## src/rtl/serial_arith_pkg.sv

```systemverilog
// Shared types and sizing helpers for the bit-serial arithmetic blocks.
package serial_arith_pkg;

    typedef enum logic [1:0] {
        IDLE  = 2'd0,
        SHIFT = 2'd1,
        DONE  = 2'd2
    } state_t;

    localparam int DEFAULT_WIDTH = 4;

    // Bits needed to count 0..w inclusive.
    function automatic int cnt_width(input int w);
        return $clog2(w + 1);
    endfunction

endpackage

```

## src/rtl/full_subtractor.sv

```systemverilog
// Single-bit full subtractor: d = x - y - bi, with borrow-out bo.
module full_subtractor (
    input  logic x,
    input  logic y,
    input  logic bi,
    output logic d,
    output logic bo
);

    assign d  = x ^ y ^ bi;
    assign bo = (~x & y) | (~x & bi) | (y & bi);

endmodule

```

## src/rtl/serial_subtractor.sv

```systemverilog
// Bit-serial unsigned subtractor: a - b - bin, one bit per clock, LSB first,
// with a start/ready/valid handshake around a single full-subtractor cell.
module serial_subtractor
    import serial_arith_pkg::*;
#(
    parameter int WIDTH = DEFAULT_WIDTH
) (
    input  logic             clk,
    input  logic             rst_n,
    input  logic             start,
    input  logic [WIDTH-1:0] a,
    input  logic [WIDTH-1:0] b,
    input  logic             bin,
    output logic             ready,
    output logic             valid,
    output logic [WIDTH-1:0] diff,
    output logic             bout
);

    localparam int CW = cnt_width(WIDTH);

    state_t           state_q, state_d;
    logic [WIDTH-1:0] a_q, a_d, b_q, b_d;
    logic [WIDTH-1:0] res_q, res_d, diff_q, diff_d;
    logic             brw_q, brw_d, bout_q, bout_d;
    logic [CW-1:0]    cnt_q, cnt_d;
    logic             fs_d, fs_bo;

    full_subtractor u_fs (
        .x  (a_q[0]),
        .y  (b_q[0]),
        .bi (brw_q),
        .d  (fs_d),
        .bo (fs_bo)
    );

    always_comb begin
        state_d = state_q;
        a_d     = a_q;
        b_d     = b_q;
        res_d   = res_q;
        brw_d   = brw_q;
        cnt_d   = cnt_q;
        diff_d  = diff_q;
        bout_d  = bout_q;
        case (state_q)
            IDLE, DONE: begin
                // DONE accepts a new start directly, giving WIDTH+1 throughput.
                if (start) begin
                    a_d     = a;
                    b_d     = b;
                    brw_d   = bin;
                    cnt_d   = '0;
                    state_d = SHIFT;
                end else begin
                    state_d = IDLE;
                end
            end
            SHIFT: begin
                a_d   = a_q >> 1;
                b_d   = b_q >> 1;
                res_d = {fs_d, res_q[WIDTH-1:1]};
                brw_d = fs_bo;
                cnt_d = cnt_q + 1'b1;
                if (cnt_q == CW'(WIDTH - 1)) begin
                    diff_d  = {fs_d, res_q[WIDTH-1:1]};
                    bout_d  = fs_bo;
                    state_d = DONE;
                end
            end
            default: state_d = IDLE;
        endcase
    end

    always_ff @(posedge clk) begin
        if (!rst_n) begin
            state_q <= IDLE;
            a_q     <= '0;
            b_q     <= '0;
            res_q   <= '0;
            brw_q   <= 1'b0;
            cnt_q   <= '0;
            diff_q  <= '0;
            bout_q  <= 1'b0;
        end else begin
            state_q <= state_d;
            a_q     <= a_d;
            b_q     <= b_d;
            res_q   <= res_d;
            brw_q   <= brw_d;
            cnt_q   <= cnt_d;
            diff_q  <= diff_d;
            bout_q  <= bout_d;
        end
    end

    assign ready = (state_q != SHIFT);
    assign valid = (state_q == DONE);
    assign diff  = diff_q;
    assign bout  = bout_q;

endmodule

```

## config.mk

```make
export PLATFORM = sky130hd
export DESIGN_NAME = serial_subtractor
export DESIGN_NICKNAME = d
export VERILOG_FILES = /design/src/rtl/serial_arith_pkg.sv /design/src/rtl/full_subtractor.sv /design/src/rtl/serial_subtractor.sv
export SDC_FILE = /design/constraint.sdc
export NUM_CORES = 1
export LEC_CHECK = 0
export ABC_AREA = 1
export BUFFER_PORTS_ARGS = -buffer_cell sky130_fd_sc_hd__buf_2
export CAP_MARGIN = 20
export CORE_MARGIN = 5
export CORE_UTILIZATION = 53
export CTS_BUF_LIST = sky130_fd_sc_hd__clkbuf_16
export CTS_CLUSTER_DIAMETER = 100
export DETAILED_ROUTE_END_ITERATION = 10
export PLACE_DENSITY = 0.88
export REMOVE_ABC_BUFFERS = 1
export SYNTH_ARGS = -nofsm -noshare
export SYNTH_HDL_FRONTEND = slang
export SYNTH_SLANG_ARGS = --single-unit
export TNS_END_PERCENT = 100
```

## constraint.sdc

```tcl
create_clock -name clk -period 1.2 [get_ports clk]
set_input_delay 0.24 -clock clk [delete_from_list [all_inputs] [get_ports clk]]
set_output_delay 0.24 -clock clk [all_outputs]
set_load 0.02 [all_outputs]
```

Yosys cells after proc, flatten, opt, wreduce, memory -nomap -nowiden --
Cells that the tools add are included.
Cells by class: add/sub/neg operators 1, multiplexer cells 11, bitwise logic cells 8, equality and inequality tests 6, reduce and logical (&&, ||, !) cells 5
Operators with widths (count):
- case mux 4 bit (2 select lines) | 2
- 2-to-1 mux 4 bit | 2
- case mux 3 bit (2 select lines) | 1
- inequality test 2 bit (second input constant) | 2
- case mux 2 bit (2 select lines) | 1
- AND reduction 2 bit | 2
- adder 3 x 1 -> 3 bit (second input constant) | 1
- AND 1 bit | 3
- == test 3 x 2 -> 1 bit (second input constant) | 1
- 2-to-1 mux 3 bit | 1
- == test 2 x 1 -> 1 bit (second input constant) | 1
- == test 2 bit (second input constant) | 1
- logical NOT 2 bit | 1
- 2-to-1 mux 1 bit | 2
- 2-to-1 mux 2 bit | 1
- inequality test 2 x 1 -> 1 bit (second input constant) | 1
- OR 1 bit | 2
- case mux 1 bit (2 select lines) | 1
- nonzero test 2 bit | 1
- OR reduction 2 bit | 1
- XOR 1 bit | 2
- NOT 1 bit | 1
Word-level totals: output and inout port bits 7, flip-flop bits (word level) 23, logic and storage cells 39

Longest topological paths before layout --
word-level depth 5, mapped depth 8, gate-level depth less buffers 8

Hierarchy --
Synthesis repeated with hierarchy kept, for this count alone.
Second synthesis, totals: cells, all modules 142, area total of the unflattened synthesis 1104.8 um^2
Modules (own cells, without submodules):
- serial_subtractor | cells an instance 139, instances 1, seq. area each 440.4 um^2, area an instance 1077.3 um^2
- full_subtractor | cells an instance 3, instances 1, seq. area each 0.0 um^2, area an instance 27.5 um^2

Worst setup path before layout --
OpenSTA, ideal clock, no wires.
path kind register -> register, start register brw_q, end register diff_q[3] (netlist: diff[3]), buffers on the path 0, arrival time 0.999 ns, stages on the path, launching flop included 5, path slack 0.080 ns, setup time 0.121 ns, cell sequence dfxtp_1 fa_1 inv_1 nand3_1 a21oi_1
Between the ends: longest elaborated chain between the ends 1
RTL lines:
- from (decl) | RTL line serial_subtractor.sv:25 | logic brw_q, brw_d, bout_q, bout_d;
- from (signal assigned) | RTL line serial_subtractor.sv:90 | brw_q <= brw_d;
- XOR 1 bit | RTL line full_subtractor.sv:10 | assign d = x ^ y ^ bi;
- to (signal assigned) | RTL line serial_subtractor.sv:92 | diff_q <= diff_d;
- to (decl) | RTL line serial_subtractor.sv:24 | logic [WIDTH-1:0] res_q, res_d, diff_q, diff_d;
No other way between the ends. A chain may end at the register's enable or synchronous reset.

Final worst setup path --
start register a_q[0], end register diff_q[3] (netlist: diff[3])
Between the ends: longest elaborated chain between the ends 2
RTL lines:
- from (decl) | RTL line serial_subtractor.sv:23 | logic [WIDTH-1:0] a_q, a_d, b_q, b_d;
- from (signal assigned) | RTL line serial_subtractor.sv:78 | a_q <= '0;
- from (signal assigned) | RTL line serial_subtractor.sv:87 | a_q <= a_d;
- XOR 1 bit (2 in a row) | RTL line full_subtractor.sv:10
No other way between the ends.

==> run summary <==
The run finished, with violations left. The checks that failed: negative setup slack. At the end of routability-driven placement, the weighted congestion stood at 0.798.

The final total power came out at 1780 uW. In this run the cell area of the synthesized design comes to 1020 sq um. In the layout the commonest cells are sky130_fd_sc_hd__nand2_1, sky130_fd_sc_hd__nor2_1, sky130_fd_sc_hd__nand3_1. The number of flops mapped to enable cells by yosys came out at 0. Setup repair after global routing could not meet its margin everywhere.

The share of the yosys chip area belonging to registers is 0.431. For this run, the post-layout net count is 180. TritonCTS built the clock tree.

For the final worst-path setup slack, the log shows -0.0237 ns. The number of routed nets with antenna violations is 0, and the final period utilization is 1.02. In this run, CTS created clock tree buffers numbering 3. The Yosys step of the flow raised 0 warnings. Clock latency on the worst-skew pair, taken at its later pin, is 0.25 ns. The run gives 0.573 as the initial standard-cell utilization of the core. Following the worst setup path forward leads to its endpoint at diff[3].

The tools report the number of top-level pins as 19. The final non-filler cell total was 189. Max-cap violations in this run came to 0. In this run the worst setup path begins at a_q[0].

In the final routed layout, each cell accounts on average for 11.6 microns. The layout filler cell count is 141, and the worst reg2reg path depth is 5. The run gives 2200 microns as the overall routed net length. The longest clock path from root to sink contains 2 buffers. Dividing the detail-routed via count by the number of cells gives 4.86. The type of element capturing the critical path was a flip-flop. The run gives 2900 sq um as the floorplan die area. Once placement completed, the tool counted placed cells totaling 185.

The most used flip-flop cell after synthesis is sky130_fd_sc_hd__dfxtp_1. Across the whole layout, storage elements account for 448 sq um. After synthesis, the netlist uses 18 different library cells.

For the peak supply drop, the log shows 0.000928 V. For the pin count of the biggest net entering global routing, the log shows 22. In this run the mean area of a mapped cell was 7.24 sq um. Setup total negative slack on the finished layout was measured at -0.0349 ns.

The share of final-layout standard cells stronger than drive strength 1 was 0.287; the required arrival time at the worst endpoint was 1.34 ns. The global-route wire length before repair is 3380 microns. Measured along the x axis, the die boundary spans 53.9 microns. For this run, design rule violations remaining after detail routing come to 0.

The proportion of synthesized flip-flops having asynchronous set or reset was 0. On the final layout, the worst clock skew is 0.00408 ns. Number of port buffers: 18.

The worst path needs 1.22 ns of the cycle, external delays included. The most common cell after layout, fill and taps aside was sky130_fd_sc_hd__nand2_1. In this run the worst path has a maximum fanout of 2.

The slew at the pin closest to its max-slew limit is 0.290 ns, and the register bit count reported by yosys is 22. The number of H-tree levels is 1, and the number of antenna violations at the first check in global routing is 0. The tools report the launching point of the worst reg2reg path as a_q[0]. The worst register-to-register path ends at diff[3]. The tools report the gate count after technology mapping as 141. The master cell of the clock root buffer is sky130_fd_sc_hd__clkbuf_16.

Data arrives at the worst endpoint at 1.36 ns. The setup check on the worst reg-to-reg path leaves a slack of -0.02 ns. For this run, the top clock speed supported by timing is 817 MHz. Dividing total power by cell area gives a power density of 1390 nW/um^2.

The number of buffers inserted by post-CTS setup repair was 0; the worst slew margin relative to its limit was 0.805. Max-slew violation total from the final report: 0. For this block, the initial DRC count from the detailed router was 6.

The core region is 1780 sq um. The leakage power is 0.000617 uW. The type of the most critical hold path is in2reg. The total global-route track usage was 0.157. Category of the most critical setup path: reg2reg. STA classifies the critical path startpoint as a flip-flop. Clock tree synthesis found a total of 22 sinks. The height of the die came out at 53.9 microns. The number of antenna diodes in the final layout is 0. In this run the core area contains 15 standard-cell rows. The tools report the number of iterations in the first detailed-routing pass as 4. The overflow left after global routing came out at 0.

The via count of the first global-routing pass is 852, and the detailed placement HPWL is 1540 microns. The relative area change from synthesis to final layout was 25.0%; the final hold violation count was 0. Setup violations remaining at the end of the flow were counted as 2.

For the via count, the log shows 918. After clock tree synthesis, the clock-pin slew on the worst setup and hold paths is 0.06 ns. The area taken by multi-input logic gates came out at 480 sq um.
flip-flops by register name (all words and copies together), names as in the netlist:
register  count
brw_q         1
b_q           4
res_q         3
bout          1
state_q       2
cnt_q         3
diff          4
a_q           4
final cells by class:
cell class,count,share of cell area
clock inverter,1,0.00294
timing repair buffer,25,0.116
sequential,22,0.351
inverter,22,0.0706
clock buffer,3,0.0588
multi-input combinational,91,0.376
tap,25,0.0245
worst min path at each step:
| stage | end | cells after the start | start |
|---|---|---|---|
| detailed placement | bout | 2 | bout |
| global route | a_q[1] | 3 | a[1] |
| CTS | a_q[1] | 3 | a[1] |
| finish | a_q[1] | 3 | a[1] |
| global placement | cnt_q[0] | 1 | cnt_q[0] |
| floorplan | state_q[0] | 2 | rst_n |
routing by layer:
metal	part of all wire	routed length, microns	vias to the layer above	track usage
li1	-	-	482	-
met1	0.47	1030	416	0.188
met2	0.49	1070	18	0.268
met3	0.040	89	2	0.0388
met4	0.0050	11	0	0.0596
met5	0	0	-	0
cell families after synthesis:
| logic type | count (synthesis) | share of synthesized area |
|---|---|---|
| and+or+nand+nor | 72 | 0.310 |
| DFF | 22 | 0.431 |
| buffers and inverters | 28 | 0.136 |
| AOI/OAI and AO/OA | 16 | 0.0784 |
| adders and majority gates | 3 | 0.0441 |
critical path: stages (launching register included):
cell	delay, ns
sky130_fd_sc_hd__dfxtp_2	0.32
sky130_fd_sc_hd__inv_2	0.04
sky130_fd_sc_hd__fa_2	0.59
sky130_fd_sc_hd__inv_2	0.04
sky130_fd_sc_hd__nand3_2	0.07
sky130_fd_sc_hd__a21oi_2	0.05
what timing repair did:
item,in CTS,in global routing
endpoints found under the hold margin,0,0
hold buffers,0,0
pin swaps,0,3
gates resized for setup,6,15
endpoints found under the setup margin,10,12
power by group:
group | internal, uW | switching [uW] | leakage, uW
registers | 778 | 29.9 | 0.000182
logic | 116 | 163 | 0.000397
clock network | 444 | 248 | 0.0000385
total | 1340 | 441 | 0.000617
Yosys cell counts (2+ instances only):
| master | number | area share |
|---|---|---|
| sky130_fd_sc_hd__dfxtp_1 | 22 | 0.43 |
| sky130_fd_sc_hd__nand3b_1 | 2 | 0.015 |
| sky130_fd_sc_hd__nand2_1 | 26 | 0.096 |
| sky130_fd_sc_hd__buf_6 | 3 | 0.033 |
| sky130_fd_sc_hd__a21oi_1 | 12 | 0.059 |
| sky130_fd_sc_hd__ha_1 | 2 | 0.025 |
| sky130_fd_sc_hd__nand3_1 | 21 | 0.10 |
| sky130_fd_sc_hd__nor2_1 | 20 | 0.074 |
| sky130_fd_sc_hd__o21ai_0 | 4 | 0.020 |
| sky130_fd_sc_hd__nand2_2 | 2 | 0.012 |
| sky130_fd_sc_hd__buf_4 | 2 | 0.015 |
| sky130_fd_sc_hd__inv_1 | 19 | 0.070 |
stage by stage:
| step | hold slack (ns) | worst slack [ns] | utilization | instance area, sq um |
|---|---|---|---|---|
| floorplan | 0.365 | 0.0607 | - | 967 |
| global placement | 0.443 | -0.0202 | 0.640 | 1140 |
| detailed placement | 0.453 | -0.0752 | 0.640 | 1140 |
| CTS | 0.209 | -0.0162 | 0.691 | 1230 |
| global route | 0.230 | -0.0759 | 0.716 | 1280 |
| finish | 0.209 | -0.0237 | 0.716 | 1280 |
Power figures use the tool's default switching activity.
